===== src/rtl/mips_pipe_pkg.sv =====
// Shared definitions for the MIPS IF/ID and ID/EX stage registers.
// Holds control-word bit positions, instruction field ranges and the
// NOP encoding. It has no ports and is imported by the pipeline modules.
package mips_pipe_pkg;

    // Control-word bit positions (decoder layout)
    localparam int CW_MEM_WRITE_BIT  = 5;
    localparam int CW_MEM_READ_BIT   = 6;
    localparam int CW_REG_WRITE_BIT  = 7;
    localparam int CW_JAL_BIT        = 8;
    localparam int CW_JMP_CTL_LSB    = 9;
    localparam int CW_JMP_CTL_MSB    = 10;

    // Instruction register-field ranges
    localparam int RS_MSB = 25;
    localparam int RS_LSB = 21;
    localparam int RT_MSB = 20;
    localparam int RT_LSB = 16;
    localparam int RD_MSB = 15;
    localparam int RD_LSB = 11;

    localparam logic [31:0] NOP_INSTR = 32'h0;

    typedef logic [4:0] reg_idx_t;

endpackage


===== src/rtl/mips_pipe_reg.sv =====
// Generic pipeline register: async active-high reset, load enable and
// synchronous flush-to-zero. Flush takes priority over enable.
// Ports: clk, reset, en_i (load), flush_i (clear), d_i / q_o (N_BITS data).
module mips_pipe_reg
    import mips_pipe_pkg::*;
#(
    parameter int N_BITS = 32
) (
    input  logic              clk,
    input  logic              reset,
    input  logic              en_i,
    input  logic              flush_i,
    input  logic [N_BITS-1:0] d_i,
    output logic [N_BITS-1:0] q_o
);

    logic [N_BITS-1:0] data_q;
    logic [N_BITS-1:0] data_d;

    always_comb begin
        data_d = data_q;
        if (flush_i) begin
            data_d = '0;
        end else if (en_i) begin
            data_d = d_i;
        end
    end

    always_ff @(posedge clk or posedge reset) begin
        if (reset) begin
            data_q <= '0;
        end else begin
            data_q <= data_d;
        end
    end

    assign q_o = data_q;

endmodule


===== src/rtl/mips_hazard_pipe_ctrl.sv =====
// IF/ID and ID/EX stage registers with load-use stall, EX-resolved
// redirect flush and saturating stall/flush event counters.
// Ports:
//   clk, reset                    - clock, async active-high reset
//   if_*_i                        - fetched instruction and PC+4
//   id_*_i                        - decode-stage control, reg reads, immediate
//   ex_redirect_i                 - EX resolved a taken branch / jump
//   pc_enable_o                   - PC write enable (low while stalling)
//   id_*_o, ex_*_o                - stage register contents and valid bits
//   stall_count_o, flush_count_o  - saturating event counters
module mips_hazard_pipe_ctrl
    import mips_pipe_pkg::*;
#(
    parameter int DATA_WIDTH    = 32,
    parameter int CTRL_WIDTH    = 15,
    parameter int MEM_READ_BIT  = CW_MEM_READ_BIT,
    parameter int REG_WRITE_BIT = CW_REG_WRITE_BIT,
    parameter int COUNT_WIDTH   = 16
) (
    input  logic                   clk,
    input  logic                   reset,
    input  logic [DATA_WIDTH-1:0]  if_instruction_i,
    input  logic [DATA_WIDTH-1:0]  if_pc_plus_4_i,
    input  logic [CTRL_WIDTH-1:0]  id_control_i,
    input  logic [DATA_WIDTH-1:0]  id_read_data_1_i,
    input  logic [DATA_WIDTH-1:0]  id_read_data_2_i,
    input  logic [DATA_WIDTH-1:0]  id_imm_ext_i,
    input  logic                   ex_redirect_i,
    output logic                   pc_enable_o,
    output logic [DATA_WIDTH-1:0]  id_instruction_o,
    output logic [DATA_WIDTH-1:0]  id_pc_plus_4_o,
    output logic                   id_valid_o,
    output logic [DATA_WIDTH-1:0]  ex_instruction_o,
    output logic [DATA_WIDTH-1:0]  ex_pc_plus_4_o,
    output logic [DATA_WIDTH-1:0]  ex_read_data_1_o,
    output logic [DATA_WIDTH-1:0]  ex_read_data_2_o,
    output logic [DATA_WIDTH-1:0]  ex_imm_ext_o,
    output logic [CTRL_WIDTH-1:0]  ex_control_o,
    output logic                   ex_valid_o,
    output logic [COUNT_WIDTH-1:0] stall_count_o,
    output logic [COUNT_WIDTH-1:0] flush_count_o
);

    localparam logic [COUNT_WIDTH-1:0] CNT_MAX = '1;

    logic [DATA_WIDTH-1:0] id_instr_q, id_pc4_q;
    logic                  id_valid_q;
    logic [DATA_WIDTH-1:0] ex_instr_q, ex_pc4_q, ex_rd1_q, ex_rd2_q, ex_imm_q;
    logic [CTRL_WIDTH-1:0] ex_ctrl_q, ex_ctrl_d;
    logic                  ex_valid_q;

    logic [COUNT_WIDTH-1:0] stall_count_q, stall_count_d;
    logic [COUNT_WIDTH-1:0] flush_count_q, flush_count_d;

    reg_idx_t rt_ex, rs_id, rt_id;
    logic     load_use, redirect, stall;

    assign rt_ex = ex_instr_q[RT_MSB:RT_LSB];
    assign rs_id = id_instr_q[RS_MSB:RS_LSB];
    assign rt_id = id_instr_q[RT_MSB:RT_LSB];

    assign load_use = ex_valid_q & ex_ctrl_q[MEM_READ_BIT] & id_valid_q &
                      (rt_ex != '0) & ((rt_ex == rs_id) | (rt_ex == rt_id));
    // A redirect squashes the dependent instruction anyway, so it masks the stall.
    assign redirect = ex_redirect_i & ex_valid_q;
    assign stall    = load_use & ~redirect;

    assign pc_enable_o = ~stall;

    // An invalid ID slot must never carry side-effecting control into EX.
    assign ex_ctrl_d = id_valid_q ? id_control_i : '0;

    // IF/ID: hold on stall, clear on redirect
    mips_pipe_reg #(.N_BITS(DATA_WIDTH)) u_id_instr (
        .clk(clk), .reset(reset), .en_i(~stall), .flush_i(redirect),
        .d_i(if_instruction_i), .q_o(id_instr_q));
    mips_pipe_reg #(.N_BITS(DATA_WIDTH)) u_id_pc4 (
        .clk(clk), .reset(reset), .en_i(~stall), .flush_i(redirect),
        .d_i(if_pc_plus_4_i), .q_o(id_pc4_q));
    mips_pipe_reg #(.N_BITS(1)) u_id_valid (
        .clk(clk), .reset(reset), .en_i(~stall), .flush_i(redirect),
        .d_i(1'b1), .q_o(id_valid_q));

    // ID/EX: always advances; bubble (all zero) on stall or redirect
    mips_pipe_reg #(.N_BITS(DATA_WIDTH)) u_ex_instr (
        .clk(clk), .reset(reset), .en_i(1'b1), .flush_i(redirect | stall),
        .d_i(id_instr_q), .q_o(ex_instr_q));
    mips_pipe_reg #(.N_BITS(DATA_WIDTH)) u_ex_pc4 (
        .clk(clk), .reset(reset), .en_i(1'b1), .flush_i(redirect | stall),
        .d_i(id_pc4_q), .q_o(ex_pc4_q));
    mips_pipe_reg #(.N_BITS(DATA_WIDTH)) u_ex_rd1 (
        .clk(clk), .reset(reset), .en_i(1'b1), .flush_i(redirect | stall),
        .d_i(id_read_data_1_i), .q_o(ex_rd1_q));
    mips_pipe_reg #(.N_BITS(DATA_WIDTH)) u_ex_rd2 (
        .clk(clk), .reset(reset), .en_i(1'b1), .flush_i(redirect | stall),
        .d_i(id_read_data_2_i), .q_o(ex_rd2_q));
    mips_pipe_reg #(.N_BITS(DATA_WIDTH)) u_ex_imm (
        .clk(clk), .reset(reset), .en_i(1'b1), .flush_i(redirect | stall),
        .d_i(id_imm_ext_i), .q_o(ex_imm_q));
    mips_pipe_reg #(.N_BITS(CTRL_WIDTH)) u_ex_ctrl (
        .clk(clk), .reset(reset), .en_i(1'b1), .flush_i(redirect | stall),
        .d_i(ex_ctrl_d), .q_o(ex_ctrl_q));
    mips_pipe_reg #(.N_BITS(1)) u_ex_valid (
        .clk(clk), .reset(reset), .en_i(1'b1), .flush_i(redirect | stall),
        .d_i(id_valid_q), .q_o(ex_valid_q));

    always_comb begin
        stall_count_d = stall_count_q;
        flush_count_d = flush_count_q;
        if (stall && (stall_count_q != CNT_MAX)) begin
            stall_count_d = stall_count_q + 1'b1;
        end
        if (redirect && (flush_count_q != CNT_MAX)) begin
            flush_count_d = flush_count_q + 1'b1;
        end
    end

    always_ff @(posedge clk or posedge reset) begin
        if (reset) begin
            stall_count_q <= '0;
            flush_count_q <= '0;
        end else begin
            stall_count_q <= stall_count_d;
            flush_count_q <= flush_count_d;
        end
    end

    assign id_instruction_o = id_instr_q;
    assign id_pc_plus_4_o   = id_pc4_q;
    assign id_valid_o       = id_valid_q;
    assign ex_instruction_o = ex_instr_q;
    assign ex_pc_plus_4_o   = ex_pc4_q;
    assign ex_read_data_1_o = ex_rd1_q;
    assign ex_read_data_2_o = ex_rd2_q;
    assign ex_imm_ext_o     = ex_imm_q;
    assign ex_control_o     = ex_valid_q ? ex_ctrl_q : '0;
    assign ex_valid_o       = ex_valid_q;
    assign stall_count_o    = stall_count_q;
    assign flush_count_o    = flush_count_q;

endmodule


===== config.mk =====
export PLATFORM = sky130hd
export DESIGN_NAME = mips_hazard_pipe_ctrl
export DESIGN_NICKNAME = d
export VERILOG_FILES = /design/src/rtl/mips_pipe_pkg.sv /design/src/rtl/mips_pipe_reg.sv /design/src/rtl/mips_hazard_pipe_ctrl.sv
export SDC_FILE = /design/constraint.sdc
export NUM_CORES = 1
export LEC_CHECK = 0
export CAP_MARGIN = 30
export CELL_PAD_IN_SITES_DETAIL_PLACEMENT = 1
export CELL_PAD_IN_SITES_GLOBAL_PLACEMENT = 1
export CORE_MARGIN = 4
export CORE_UTILIZATION = 34
export CTS_BUF_LIST = sky130_fd_sc_hd__clkbuf_16
export CTS_CLUSTER_SIZE = 25
export DETAILED_ROUTE_END_ITERATION = 16
export MAX_ROUTING_LAYER = met4
export PLACE_DENSITY_LB_ADDON = 0.1
export SLEW_MARGIN = 10
export SYNTH_ARGS = -nofsm -noshare
export SYNTH_HDL_FRONTEND = slang
export SYNTH_HIERARCHICAL = 1
export SYNTH_SLANG_ARGS = --single-unit

===== constraint.sdc =====
create_clock -name clk -period 3.05 [get_ports clk]
set_input_delay 0.7625 -clock clk [delete_from_list [all_inputs] [get_ports clk]]
set_output_delay 0.7625 -clock clk [all_outputs]
set_load 0.05 [all_outputs]

==> out/metrics.sh <==
ANTENNA_NETS_POST_ROUTE=0
DRIVE_ABOVE_1_SHARE_PCT=5.360
GRT_REMAINING_OVERFLOW=0
CTS-RESIZED-GATES=0
MAX_FREQ_MHz=341.5
WORSTSETUPENDPOINTTYPE='output pin'
SYNTH.AVG_CELL_AREA_UM2=12.12
INITIAL_CORE_UTIL_PCT=34.50
PLACE.DETAILED.INSTANCES=1867
CLK_PATH_BUF_DEPTH=3
VIAS_IN_THE_FIRST_GLOBAL_ROUTE=10030
TIMING.SLEW.HEADROOM_PCT=47.88
SETUP_VIOL_COUNT_FINAL=0
DPL.HPWL_UM=29220
SYNTH.FF_LATCH_COUNT=273
COMBINATIONALPOWERSHARE_PCT=32.3
CRIT_REQUIRED_NS=2.29
CRIT_FANOUT=15
WL_PER_CELL_UM=20.81
FINAL.SETUP_SKEW_NS=0.01779
CTS-BUFFERS-INSERTED=34
SYNTH-WARNING-COUNT=6
POWER.SEQUENTIAL.FRACTION_PCT=37.0
IO-PIN-COUNT=452
TIMING_WORST_SETUP_PATH_TYPE='reg2out'
CHIPWIDTH_UM=195.5
SYNTH_CELLS=986
PLACEMENT_ROWS=68
PLACEMENT.SETUP.WORST_SLACK_NS=0.3897
REGISTER_CLOCK_PIN_SLEW_ON_THE_REPORTED_WORST_SETUP_AND_HOLD_PATHS_NS=0.05
CTS_TREE='yes'
DESIGN.DIE.AREA_MM2=0.03820
YS_SEQ_AREA_SHARE_PCT=57.18
SYN_TO_FINAL_GROWTH_PCT=48.68
SWITCHING_SHARE_OF_POWER_PCT=36.72
INTERNAL-POWER_mW=7.601
DETAIL_ROUTE.DRC_VIOLATIONS=0
GRT_PASS1_WL_UM=61930
TIMING.MAX_CAP.VIOLATIONS=0
POWER-PER-CELL-AREA_mW_PER_MM2=676.2
MAPPEDNETLISTAREA_MM2=0.01195
CTSHTREEMAXLEVEL=2
GRT_SETUP_UNREPAIRED='no'
HOLD_PATH.CLASS='reg2reg'
FINAL_CORE_UTIL_PCT=51.30
NUMPORTBUFFERS=451
SYNTH-EDFF-COUNT=0
DETAIL_ROUTE.ITER0.VIOLATIONS=304
FINAL_HOLD_VIOS=0
NUMBER_OF_CLOCK_SINKS_SEEN_BY_CTS=273
IR_DROP_mV=0.3616
WORSTSKEWPAIRLATENCY_NS=0.50
CTS-ROOT-BUF='sky130_fd_sc_hd__clkbuf_16'
LAYOUT_COMMON_CELLS='450 x sky130_fd_sc_hd__clkdlybuf4s50_1, 273 x sky130_fd_sc_hd__dfrtp_1, 248 x sky130_fd_sc_hd__nor2_1'
DIE_Y_UM=195.5
GRTUSAGETOTAL_PCT=21.11
FIRSTDRTPASSITERS=4
LAYOUT.CELLS.NON_FILLER=1933
MOSTFREQUENTLAYOUTCELL='sky130_fd_sc_hd__clkdlybuf4s50_1'
FINAL.HOLD.WORST_SLACK_NS=0.4819
TIMING.FINAL.CRIT_PERIOD_NS=2.928
YS_ASYNC_SR_FRACTION_PCT=100.0
TOTALNEGATIVESETUPSLACK_NS=0
CP.ARRIVAL_NS=2.17
CTS_HOLD_BUF=0
POSTLAYOUTSETUPSLACKWORST_NS=0.1217
PLACE.GP.CONGESTION=0.7884
WORST_SLEW_PIN_TRAN_NS=0.7818
YS_DOMINANT_REG_CELL='sky130_fd_sc_hd__dfrtp_1'
MAXIMUM_NUMBER_OF_PINS_ON_ONE_NET_BEFORE_GLOBAL_ROUTE_REPAIR=66
SETUP.WORST_PATH.START_CLASS='register'
RUN_STATUS='finished clean'
CORE_MM2=0.03463
SYNTH.LIB_CELLS_USED.DISTINCT=37
POSTROUTEWIRELENGTH_UM=40220
FIN_NETS=1629
SLEW_VIOLATIONS=0
NET_SWITCHING_mW=4.411
ANTENNA_FOUND_INITIAL=4
DR_TOTAL_VIAS=9137
CLKPWRFRAC_PCT=30.7
POST_DRT_VIA_CELL_RATIO=4.727
LEAKAGEPOWER_nW=8.635
YOSYS.AREA.TOP_TYPE='sky130_fd_sc_hd__dfrtp_1'
FINAL_MIN_PERIOD_OVER_CLOCK_PERIOD_PCT=96.01
SYNTH.TOP_CELL.AREA_SHARE_PCT=57.18
YS_TOP_CELLS_BY_AREA='sky130_fd_sc_hd__dfrtp_1 57%, sky130_fd_sc_hd__mux2i_1 20%, sky130_fd_sc_hd__nor2_1 7.8%'
==> cell type report <==
| cell class | count | area, um2 |
|---|---|---|
| repair buffers | 475 | 4792 |
| multi-input cells | 651 | 4479 |
| clock buffers | 37 | 925.9 |
| clock inverters | 24 | 102.6 |
| diodes | 4 | 10.01 |
| fillers | 3724 | 16860 |
| inverters | 14 | 52.55 |
| well taps | 455 | 569.3 |
| flip-flops and latches | 273 | 6832 |
==> state kept, by name, indices dropped and copies added, names as in the netlist <==
register,count
u_ex_pc4/q_o,32
u_ex_instr/q_o,32
u_ex_ctrl/q_o,15
u_ex_rd2/q_o,32
u_id_pc4/q_o,32
u_id_instr/q_o,32
u_id_valid/q_o,1
stall_count_o,16
u_ex_imm/q_o,32
flush_count_o,16
u_ex_valid/q_o,1
u_ex_rd1/q_o,32
==> cells by family (layout without fill, tap and decap cells) <==
logic type / after synthesis / count (layout) / synth area share [%]
AOI/OAI and AO/OA: 6 / 6 / 0.4712
xor gates and xnor gates: 39 / 39 / 2.859
adders and majority gates: 2 / 2 / 0.2094
buffers and inverters: 69 / 550 / 5.676
DFF: 273 / 273 / 57.18
muxes: 244 / 244 / 20.49
other: 1 / 12 / 0.03139
and+or+nand+nor: 352 / 352 / 13.08
==> cells in the mapped netlist (2+ instances only) <==
| cell type | number |
|---|---|
| sky130_fd_sc_hd__nor3_1 | 4 |
| sky130_fd_sc_hd__and3_1 | 11 |
| sky130_fd_sc_hd__nand2b_1 | 2 |
| sky130_fd_sc_hd__xnor2_1 | 31 |
| sky130_fd_sc_hd__clkbuf_1 | 24 |
| sky130_fd_sc_hd__dfrtp_1 | 273 |
| sky130_fd_sc_hd__and2_1 | 31 |
| sky130_fd_sc_hd__nand2_1 | 15 |
| sky130_fd_sc_hd__mux2i_1 | 242 |
| sky130_fd_sc_hd__nor2_1 | 248 |
| sky130_fd_sc_hd__nand4_1 | 14 |
| sky130_fd_sc_hd__xor2_1 | 8 |
| sky130_fd_sc_hd__nand3_1 | 13 |
| sky130_fd_sc_hd__and4_1 | 3 |
| sky130_fd_sc_hd__nor4_1 | 3 |
| sky130_fd_sc_hd__buf_6 | 8 |
| sky130_fd_sc_hd__buf_12 | 22 |
| sky130_fd_sc_hd__ha_1 | 2 |
| sky130_fd_sc_hd__o21ai_1 | 2 |
| sky130_fd_sc_hd__inv_1 | 13 |
==> power by group through the flow <==
stage	clock [mW]	combinational (mW)	sequential, mW
floorplan	0	0.814	6.03
global placement	0	3.87	4.48
detailed placement	0	3.90	4.51
CTS	3.84	3.91	4.46
global route	3.99	4.07	4.52
finish	3.69	3.87	4.45
==> critical path: stages (launching register included) <==
cell and delay, ns:
sky130_fd_sc_hd__dfrtp_1 0.43, sky130_fd_sc_hd__buf_4 0.23, sky130_fd_sc_hd__and2_1 0.20, sky130_fd_sc_hd__clkdlybuf4s50_1 0.82
==> worst paths after layout <==
path / start / end / slack (ns) / depth (start not counted)
worst max-delay path: u_ex_valid/q_o / ex_control_o[12] / 0.12 / 3
worst max register to register: u_ex_instr/q_o[17] / u_ex_imm/q_o[12] / 0.62 / 7
worst min register to register: flush_count_o[10] / flush_count_o[10] / 0.48 / 1
min in group asynchronous: reset / u_id_valid/q_o / 0.76 / 2
worst min-delay path: flush_count_o[10] / flush_count_o[10] / 0.48 / 1
max in group asynchronous: reset / u_ex_ctrl/q_o[9] / 1.57 / 2
==> metal layers <==
| layer | GRT usage, % | vias to the layer above | share of wire, % |
|---|---|---|---|
| met1 | 25.68 | 4567 | 40 |
| met5 | - | - | 0 |
| met3 | 6.470 | 56 | 8.4 |
| li1 | - | 4215 | - |
| met2 | 34.71 | 299 | 50 |
| met4 | 4.965 | 0 | 1.9 |
==> per-stage QoR <==
step / cell area, um2 / total power [mW]
detailed placement: 16720 / 8.408
finish: 17760 / 12.01
CTS: 17750 / 12.21
global placement: 16720 / 8.351
global route: 17760 / 12.58
floorplan: 11970 / 6.846
==> what timing repair did <==
item	CTS	global route
endpoints found under the hold margin	0	0
buffers inserted	1	0
endpoints found under the setup margin	1	0
Note: power is estimated with default switching activity, not from simulation.
